<file path="config.mk">
export PLATFORM = sky130hd
export DESIGN_NAME = prm_edge_mask_accum
export DESIGN_NICKNAME = d
export VERILOG_FILES = /design/src/rtl/prm_edge_mask_accum.sv
export SDC_FILE = /design/constraint.sdc
export NUM_CORES = 2
export LEC_CHECK = 0
export CORE_UTILIZATION = 45
export DETAILED_ROUTE_END_ITERATION = 7
export HOLD_SLACK_MARGIN = 0.1
export PLACE_DENSITY = 0.69
export SLEW_MARGIN = 20
export SYNTH_ARGS = -nofsm -noshare
export SYNTH_HDL_FRONTEND = slang
export SYNTH_SLANG_ARGS = --single-unit
</file>
<file path="constraint.sdc">
create_clock -name clk -period 13.69 [get_ports clk]
set_clock_uncertainty 0.2 [all_clocks]
set_input_delay 4.107 -clock clk [delete_from_list [all_inputs] [get_ports clk]]
set_output_delay 4.107 -clock clk [all_outputs]
set_load 0.05 [all_outputs]
</file>
<file path="src/rtl/prm_edge_mask_accum.sv">
// Blocked-edge bitmap collector: ORs per-point edge masks over a frame and
// presents the frame's bitmap, popcount and point count through a
// valid/ready result buffer.
module prm_edge_mask_accum #(
    parameter int unsigned NUM_EDGES = 256,
    parameter int unsigned PT_CNT_W  = 16,
    parameter int unsigned CNT_W     = 9
) (
    input  logic                 clk,
    input  logic                 rst_n,
    input  logic                 pt_valid,
    output logic                 pt_ready,
    input  logic                 pt_last,
    input  logic [NUM_EDGES-1:0] edge_mask_in,
    input  logic                 frame_abort,
    output logic                 out_valid,
    input  logic                 out_ready,
    output logic [NUM_EDGES-1:0] out_blocked,
    output logic [CNT_W-1:0]     out_blk_cnt,
    output logic [PT_CNT_W-1:0]  out_pt_cnt
);

    typedef enum logic {ACCUM = 1'b0, HOLD = 1'b1} state_t;

    state_t                state_q, state_d;
    logic                  s1_valid_q, s1_last_q;
    logic [NUM_EDGES-1:0]  s1_mask_q;
    logic [NUM_EDGES-1:0]  acc_q, acc_d, acc_new;
    logic [PT_CNT_W-1:0]   cnt_q, cnt_d, cnt_inc;
    logic                  out_valid_q;
    logic [NUM_EDGES-1:0]  out_blocked_q;
    logic [CNT_W-1:0]      out_blk_cnt_q;
    logic [PT_CNT_W-1:0]   out_pt_cnt_q;
    logic                  buf_free, pt_fire, load;
    logic [NUM_EDGES-1:0]  load_mask;
    logic [PT_CNT_W-1:0]   load_cnt;

    function automatic logic [CNT_W-1:0] popcount(input logic [NUM_EDGES-1:0] v);
        logic [CNT_W-1:0] c;
        c = '0;
        for (int i = 0; i < int'(NUM_EDGES); i++) begin
            c = c + CNT_W'(v[i]);
        end
        return c;
    endfunction

    // Shared handshake and accumulation terms
    assign acc_new  = acc_q | s1_mask_q;
    assign cnt_inc  = (&cnt_q) ? cnt_q : cnt_q + PT_CNT_W'(1);
    assign buf_free = !out_valid_q || out_ready;
    // One bubble after a last point so the frame boundary settles before new points enter
    assign pt_ready = rst_n && !frame_abort && (state_q == ACCUM) && !(s1_valid_q && s1_last_q);
    assign pt_fire  = pt_valid && pt_ready;

    // FSM state register
    always_ff @(posedge clk) begin
        if (!rst_n) begin
            state_q <= ACCUM;
        end else begin
            state_q <= state_d;
        end
    end

    // FSM next state: park in HOLD while a finished frame waits for the buffer
    always_comb begin
        state_d = state_q;
        if (frame_abort) begin
            state_d = ACCUM;
        end else begin
            case (state_q)
                ACCUM: if (s1_valid_q && s1_last_q && !buf_free) state_d = HOLD;
                HOLD:  if (buf_free) state_d = ACCUM;
                default: state_d = ACCUM;
            endcase
        end
    end

    // FSM outputs: accumulator update and result-buffer load decision
    always_comb begin
        acc_d     = acc_q;
        cnt_d     = cnt_q;
        load      = 1'b0;
        load_mask = acc_new;
        load_cnt  = cnt_inc;
        if (frame_abort) begin
            acc_d = '0;
            cnt_d = '0;
        end else if (state_q == ACCUM) begin
            if (s1_valid_q) begin
                if (s1_last_q && buf_free) begin
                    load  = 1'b1;
                    acc_d = '0;
                    cnt_d = '0;
                end else begin
                    acc_d = acc_new;
                    cnt_d = cnt_inc;
                end
            end
        end else if (buf_free) begin
            load      = 1'b1;
            load_mask = acc_q;
            load_cnt  = cnt_q;
            acc_d     = '0;
            cnt_d     = '0;
        end
    end

    // Input stage, accumulator and counter registers
    always_ff @(posedge clk) begin
        if (!rst_n) begin
            s1_valid_q <= 1'b0;
            s1_last_q  <= 1'b0;
            s1_mask_q  <= '0;
            acc_q      <= '0;
            cnt_q      <= '0;
        end else begin
            s1_valid_q <= pt_fire;
            if (pt_fire) begin
                s1_last_q <= pt_last;
                s1_mask_q <= edge_mask_in;
            end
            acc_q <= acc_d;
            cnt_q <= cnt_d;
        end
    end

    // Result buffer: a load replaces the contents even when popped the same cycle
    always_ff @(posedge clk) begin
        if (!rst_n) begin
            out_valid_q   <= 1'b0;
            out_blocked_q <= '0;
            out_blk_cnt_q <= '0;
            out_pt_cnt_q  <= '0;
        end else if (load) begin
            out_valid_q   <= 1'b1;
            out_blocked_q <= load_mask;
            out_blk_cnt_q <= popcount(load_mask);
            out_pt_cnt_q  <= load_cnt;
        end else if (out_ready) begin
            out_valid_q   <= 1'b0;
        end
    end

    assign out_valid   = out_valid_q;
    assign out_blocked = out_blocked_q;
    assign out_blk_cnt = out_blk_cnt_q;
    assign out_pt_cnt  = out_pt_cnt_q;

endmodule

</file>
After elaboration in Yosys (flattened, before gate mapping)

Cells that the tools add are included.

Add/subtract/negate cells: 256
Equality and inequality tests: 1
Multiplexer cells: 25
Bitwise gates (word level): 3
Reduce and logical (&&, ||, !) cells: 17

Operators by type and width:

| cell                                                  | number |
|---|---|
| adder 9 x 1 -> 9 bit                                  | 247 |
| two-way mux 256 bit                                   | 7 |
| bitwise OR 256 bit                                    | 1 |
| two-way mux 16 bit                                    | 8 |
| adder 16 x 1 -> 16 bit, second input constant         | 1 |
| AND reduction 16 bit                                  | 1 |
| adder 8 x 1 -> 9 bit                                  | 1 |
| two-way mux 1 bit                                     | 9 |
| adder 7 x 1 -> 8 bit                                  | 1 |
| adder 6 x 1 -> 7 bit                                  | 1 |
| logical AND 1 bit                                     | 7 |
| adder 5 x 1 -> 6 bit                                  | 1 |
| adder 4 x 1 -> 5 bit                                  | 1 |
| adder 3 x 1 -> 4 bit                                  | 1 |
| zero test 1 bit                                       | 4 |
| nonzero test 2 bit                                    | 2 |
| adder 2 x 1 -> 3 bit                                  | 1 |
| adder 1 x 1 -> 2 bit                                  | 1 |
| inequality test 2 x 1 -> 1 bit, second input constant | 1 |
| NOT 1 bit                                             | 2 |
| one-hot mux 1 bit (2 select lines)                    | 1 |
| AND reduction 2 bit                                   | 1 |
| OR reduction 2 bit                                    | 1 |
| logical OR 1 bit                                      | 1 |

Bits in registers: 813
Input port bits: 262
Output and inout port bits: 283
Word-level logic and storage cells: 312

Logic depth before layout (Yosys ltp)

Depth in word-level cells: 260
Mapped depth: 32
Depth with buffers taken out: 29

Worst setup path before layout

No wires, ideal clock.

Kind: input -> register
Start: input port out_ready
End: register out_blk_cnt_q[6] (netlist: out_blk_cnt[6])
Library setup time: 0.130 ns
Data arrival time: 12.005 ns
Required time: 13.360 ns
Slack: 1.355 ns
Cell stages on the path: 31
Buffers on the path: 3
Path through: nand2b_1 -> clkbuf_1 -> nand3_1 -> buf_2 -> buf_2 -> a21o_1 -> fa_1 -> fa_1 -> fa_1 -> inv_1 -> fa_1 -> inv_1 -> fa_1 -> inv_1 -> fa_1 -> inv_1 -> fa_1 -> fa_1 -> inv_1 -> fa_1 -> inv_1 -> fa_1 -> fa_1 -> ha_1 -> inv_1 -> fa_1 -> nand2b_1 -> a21oi_1 -> o21ai_0 -> nand4_1 -> o211ai_1

Elaborated cells on any way between the ends: 265
Those cells by class: 255 x add/sub; 8 x mux; 2 x reduce/logical

RTL lines:

| item                                | RTL line | RTL |
|---|---|---|
| start: declaration                  | 17       | `input logic out_ready,` |
| logical OR 1 bit                    | 50       | `assign buf_free = !out_valid_q \|\| out_ready;` |
| two-way mux 256 bit                 | 99       | `end else if (buf_free) begin` |
| two-way mux 256 bit                 | 88       | `end else if (state_q == ACCUM) begin` |
| two-way mux 256 bit                 | 85       | `if (frame_abort) begin` |
| via load_mask[143]                  | 35       | `logic [NUM_EDGES-1:0] load_mask;` |
| adder 9 x 1 -> 9 bit (113 in a row) | 42       | `c = c + CNT_W'(v[i]);` |
| end signal: assignment              | 137      | `out_blk_cnt_q <= popcount(load_mask);` |
| end: declaration                    | 32       | `logic [CNT_W-1:0] out_blk_cnt_q;` |

The timed path passes the listed nets, and every way through them passes these cells.
A chain may end at the register's enable or synchronous reset.

Worst setup path in the final report

Start: input port frame_abort
End: register out_blk_cnt_q[6] (netlist: out_blk_cnt[6])

Cells in the longest elaborated chain, start to end: 256
Elaborated cells on any way between the ends: 257
Those cells by class: 255 x add/sub; 2 x mux

RTL lines:

| item                                | RTL line | RTL |
|---|---|---|
| start: declaration                  | 15       | `input logic frame_abort,` |
| two-way mux 256 bit                 | 85       |  |
| adder 1 x 1 -> 2 bit                | 42       |  |
| adder 2 x 1 -> 3 bit                | 42       |  |
| adder 3 x 1 -> 4 bit                | 42       |  |
| adder 4 x 1 -> 5 bit                | 42       |  |
| adder 5 x 1 -> 6 bit                | 42       |  |
| adder 6 x 1 -> 7 bit                | 42       |  |
| adder 7 x 1 -> 8 bit                | 42       |  |
| adder 8 x 1 -> 9 bit                | 42       |  |
| adder 9 x 1 -> 9 bit (247 in a row) | 42       |  |

Several ways; a longest one is shown, not always the timed one.

==> metrics <==
sequential element share of the synthesized area 45.2%; Total GRT Usage 28.3%; Slew headroom 13.7%; initial antenna violation count 1; top-level I/O count 545; final net count 4968; most common flop cell mapped by yosys dfxtp_1; CTS Hold Bufs 0; Reg2Reg Setup Slack 4.53 ns; sink of the worst hold path out_blk_cnt[0]; Reg2Reg Depth 28; Mapped Avg Cell Area 8.87 um2; crit share post-route 94.2%; placed cell count 5387; die area 81100 um2; clock sink count 813; share of cells above drive strength 1 4.16%; number of setup buffers added after CTS 0; post-synth top area cell dfxtp_1; post-synthesis register bit count 813; drt wl/cell 21.2 um; TritonCTS Buffers 85; hold depth 2; port bufs 544; most frequent cell after synthesis dfxtp_1; Final Hold Viols 0; First-pass DRT Iterations 6; remaining global-route overflow 0; Core ar. 79100 um2; Routed WL 118000 um; WP data arrival 13.21 ns; CP Launch Type primary input; CP endpoint kind register; largest net degree at the start of global routing 223; Worst-Skew Late Latency 0.64 ns; number of global-route vias before repair 29200; Area Growth Syn to Fin 24.5%; yosys warns 0; number of unique standard cell types used by synthesis 51; Synth Net Count 4602; setup_tns 0 ns; outcome finished, final reports clean; CTS root buf clkbuf_16; Pleak 17.9 nW; top-area cell type share of the netlist area 45.2%; Initial Util 45.5%; Max Buffers Root-to-Sink 3; min Tclk post-route 12.89 ns; achievable frequency 0.0776 GHz; reg2reg start state_q; start point of the worst hold path out_blk_cnt[0]; DR vias 30300; routability congestion estimate 0.890; post_cts resized 0; Worst Max-Slew Pin Slew 1.29 ns; diode count 0; Post-Syn Instances 4058; DP Wirelength 82800 um; Worst Hold Class register to register; Slew Viols, Final 0; Post-synth EDFFs 0; worst reg2reg endpoint out_blk_cnt[6]; CP max stage delay 0.54 ns; CP max FO 54; RSZ-0062 raised after global routing no; Setup CP Type primary input to register; max cap viols 0; post-route non-filler standard cell count 5541; Final ANT Viol Nets 0; chip height 285 um; Vias/cell 5.47; Rows 103; top post-synthesis cells by count dfxtp_1, nor2_1, nand2_1; Starting DRT DRC Count 2630; post-layout util 56.6%; Chip Width 285 um; Crit-path slowest cell clkdlybuf4s50_1; Synth Cell Area 36000 um2; worst vdd ir 0.000708 V; first-pass GRT wire length 177000 um; Filler cells 7130; Critical Path Most Common Cell fa_1; dominant cells by area after synthesis dfxtp_1, fa_1, nor2_1; Final setup viols 0; CTS tree done; Power Dens Cells 167 nW/um2; WP data required 14.01 ns; Post-route DRC 0; ys async rst share 0%; Worst-path clk slew 0.07 ns; H-tree levels 3
==> logic make-up after synthesis <==
family	Yosys count	synth area share, %
xor+xnor	3	0.0730
buf+inv	543	6.15
simple gates	1422	15.9
compound gates	992	17.8
flops	813	45.2
fa+ha+maj	282	14.8
mux	3	0.0869
==> cell type report <==
class                           count  area (um2)  share of cell area (%)
Inverter                          238         908                    2.03
Clock inverter                     27         387                   0.863
Tap cell                         1050        1310                    2.93
Timing Repair Buffer              584        5850                    13.0
Sequential cell                   813       16300                    36.3
Multi-Input combinational cell   2702       17600                    39.2
Clock buffer                      127        2520                    5.62
==> layer usage <==
metal / up-vias / track usage, % / part of all wire, %
li1: 14200 / - / -
met1: 14700 / 38.1 / 43
met2: 1155 / 46.9 / 48
met3: 181 / 3.92 / 6.1
met4: 2 / 9.45 / 3.2
met5: - / 0 / 0.0068
==> where the power goes <==
part | total, W | leakage (nW) | switching (W) | internal (W)
Clock | 0.00240 | 1.43 | 0.000986 | 0.00141
Combinational | 0.00268 | 9.89 | 0.00153 | 0.00115
Sequential | 0.00242 | 6.57 | 0.0000264 | 0.00240
==> worst max-delay path by stage <==
stage	startpoint	end	slack (ns)	depth (start not counted)
final	frame_abort	out_blk_cnt[6]	0.80	30
after global routing	frame_abort	out_blk_cnt[6]	0.42	30
after CTS	frame_abort	out_blk_cnt[6]	0.86	30
after detailed placement	frame_abort	out_blk_cnt[6]	0.20	30
after global placement	frame_abort	out_blk_cnt[6]	0.30	31
after floorplan	out_ready	out_blk_cnt[6]	1.36	31
==> metrics by stage <==
step	hold WS [ns]	worst slack, ns	power [W]	cell area, um2
detailed placement	0.257	0.198	0.00516	41900
finish	0.263	0.798	0.00750	44800
global route	0.284	0.422	0.00804	44800
floorplan	0.250	1.36	0.00446	36000
global placement	0.245	0.298	0.00506	41900
CTS	0.265	0.855	0.00755	44800
==> cell usage in the layout, fill, tap and decap left out, types with 4 or more instances in the layout <==
master / count
clkbuf_8: 21
ha_1: 40
nand2_1: 533
nand4_1: 9
nor3_1: 141
a21o_1: 142
bufinv_16: 7
a22oi_1: 268
buf_4: 32
buf_12: 8
inv_1: 236
or3_1: 9
clkbuf_1: 20
and3_1: 6
clkinv_2: 10
fa_1: 242
clkbuf_16: 86
a21oi_1: 404
nand3_1: 16
nor2b_1: 6
dfxtp_1: 813
a211oi_1: 123
clkdlybuf4s50_1: 544
nand4b_1: 4
o211ai_1: 4
and4_1: 4
o22ai_1: 6
nor2_1: 674
a31oi_1: 11
o21ai_0: 19
==> worst max-delay path: cells and delay by family <==
family,cells,cell delay [ns]
and+or+nand+nor,3,0.62
adders and majority gates,13,6.01
AOI/OAI and AO/OA,4,0.77
buffers and inverters,10,1.67
==> flip-flops by register name, summed over array words and instances (netlist names) <==
name / cells
s1_valid_q: 1
s1_last_q: 1
out_pt_cnt: 16
out_blk_cnt: 9
out_valid: 1
cnt_q: 16
state_q: 1
out_blocked: 256
s1_mask_q: 256
acc_q: 256
No activity file was read; power rests on OpenSTA's default activity.
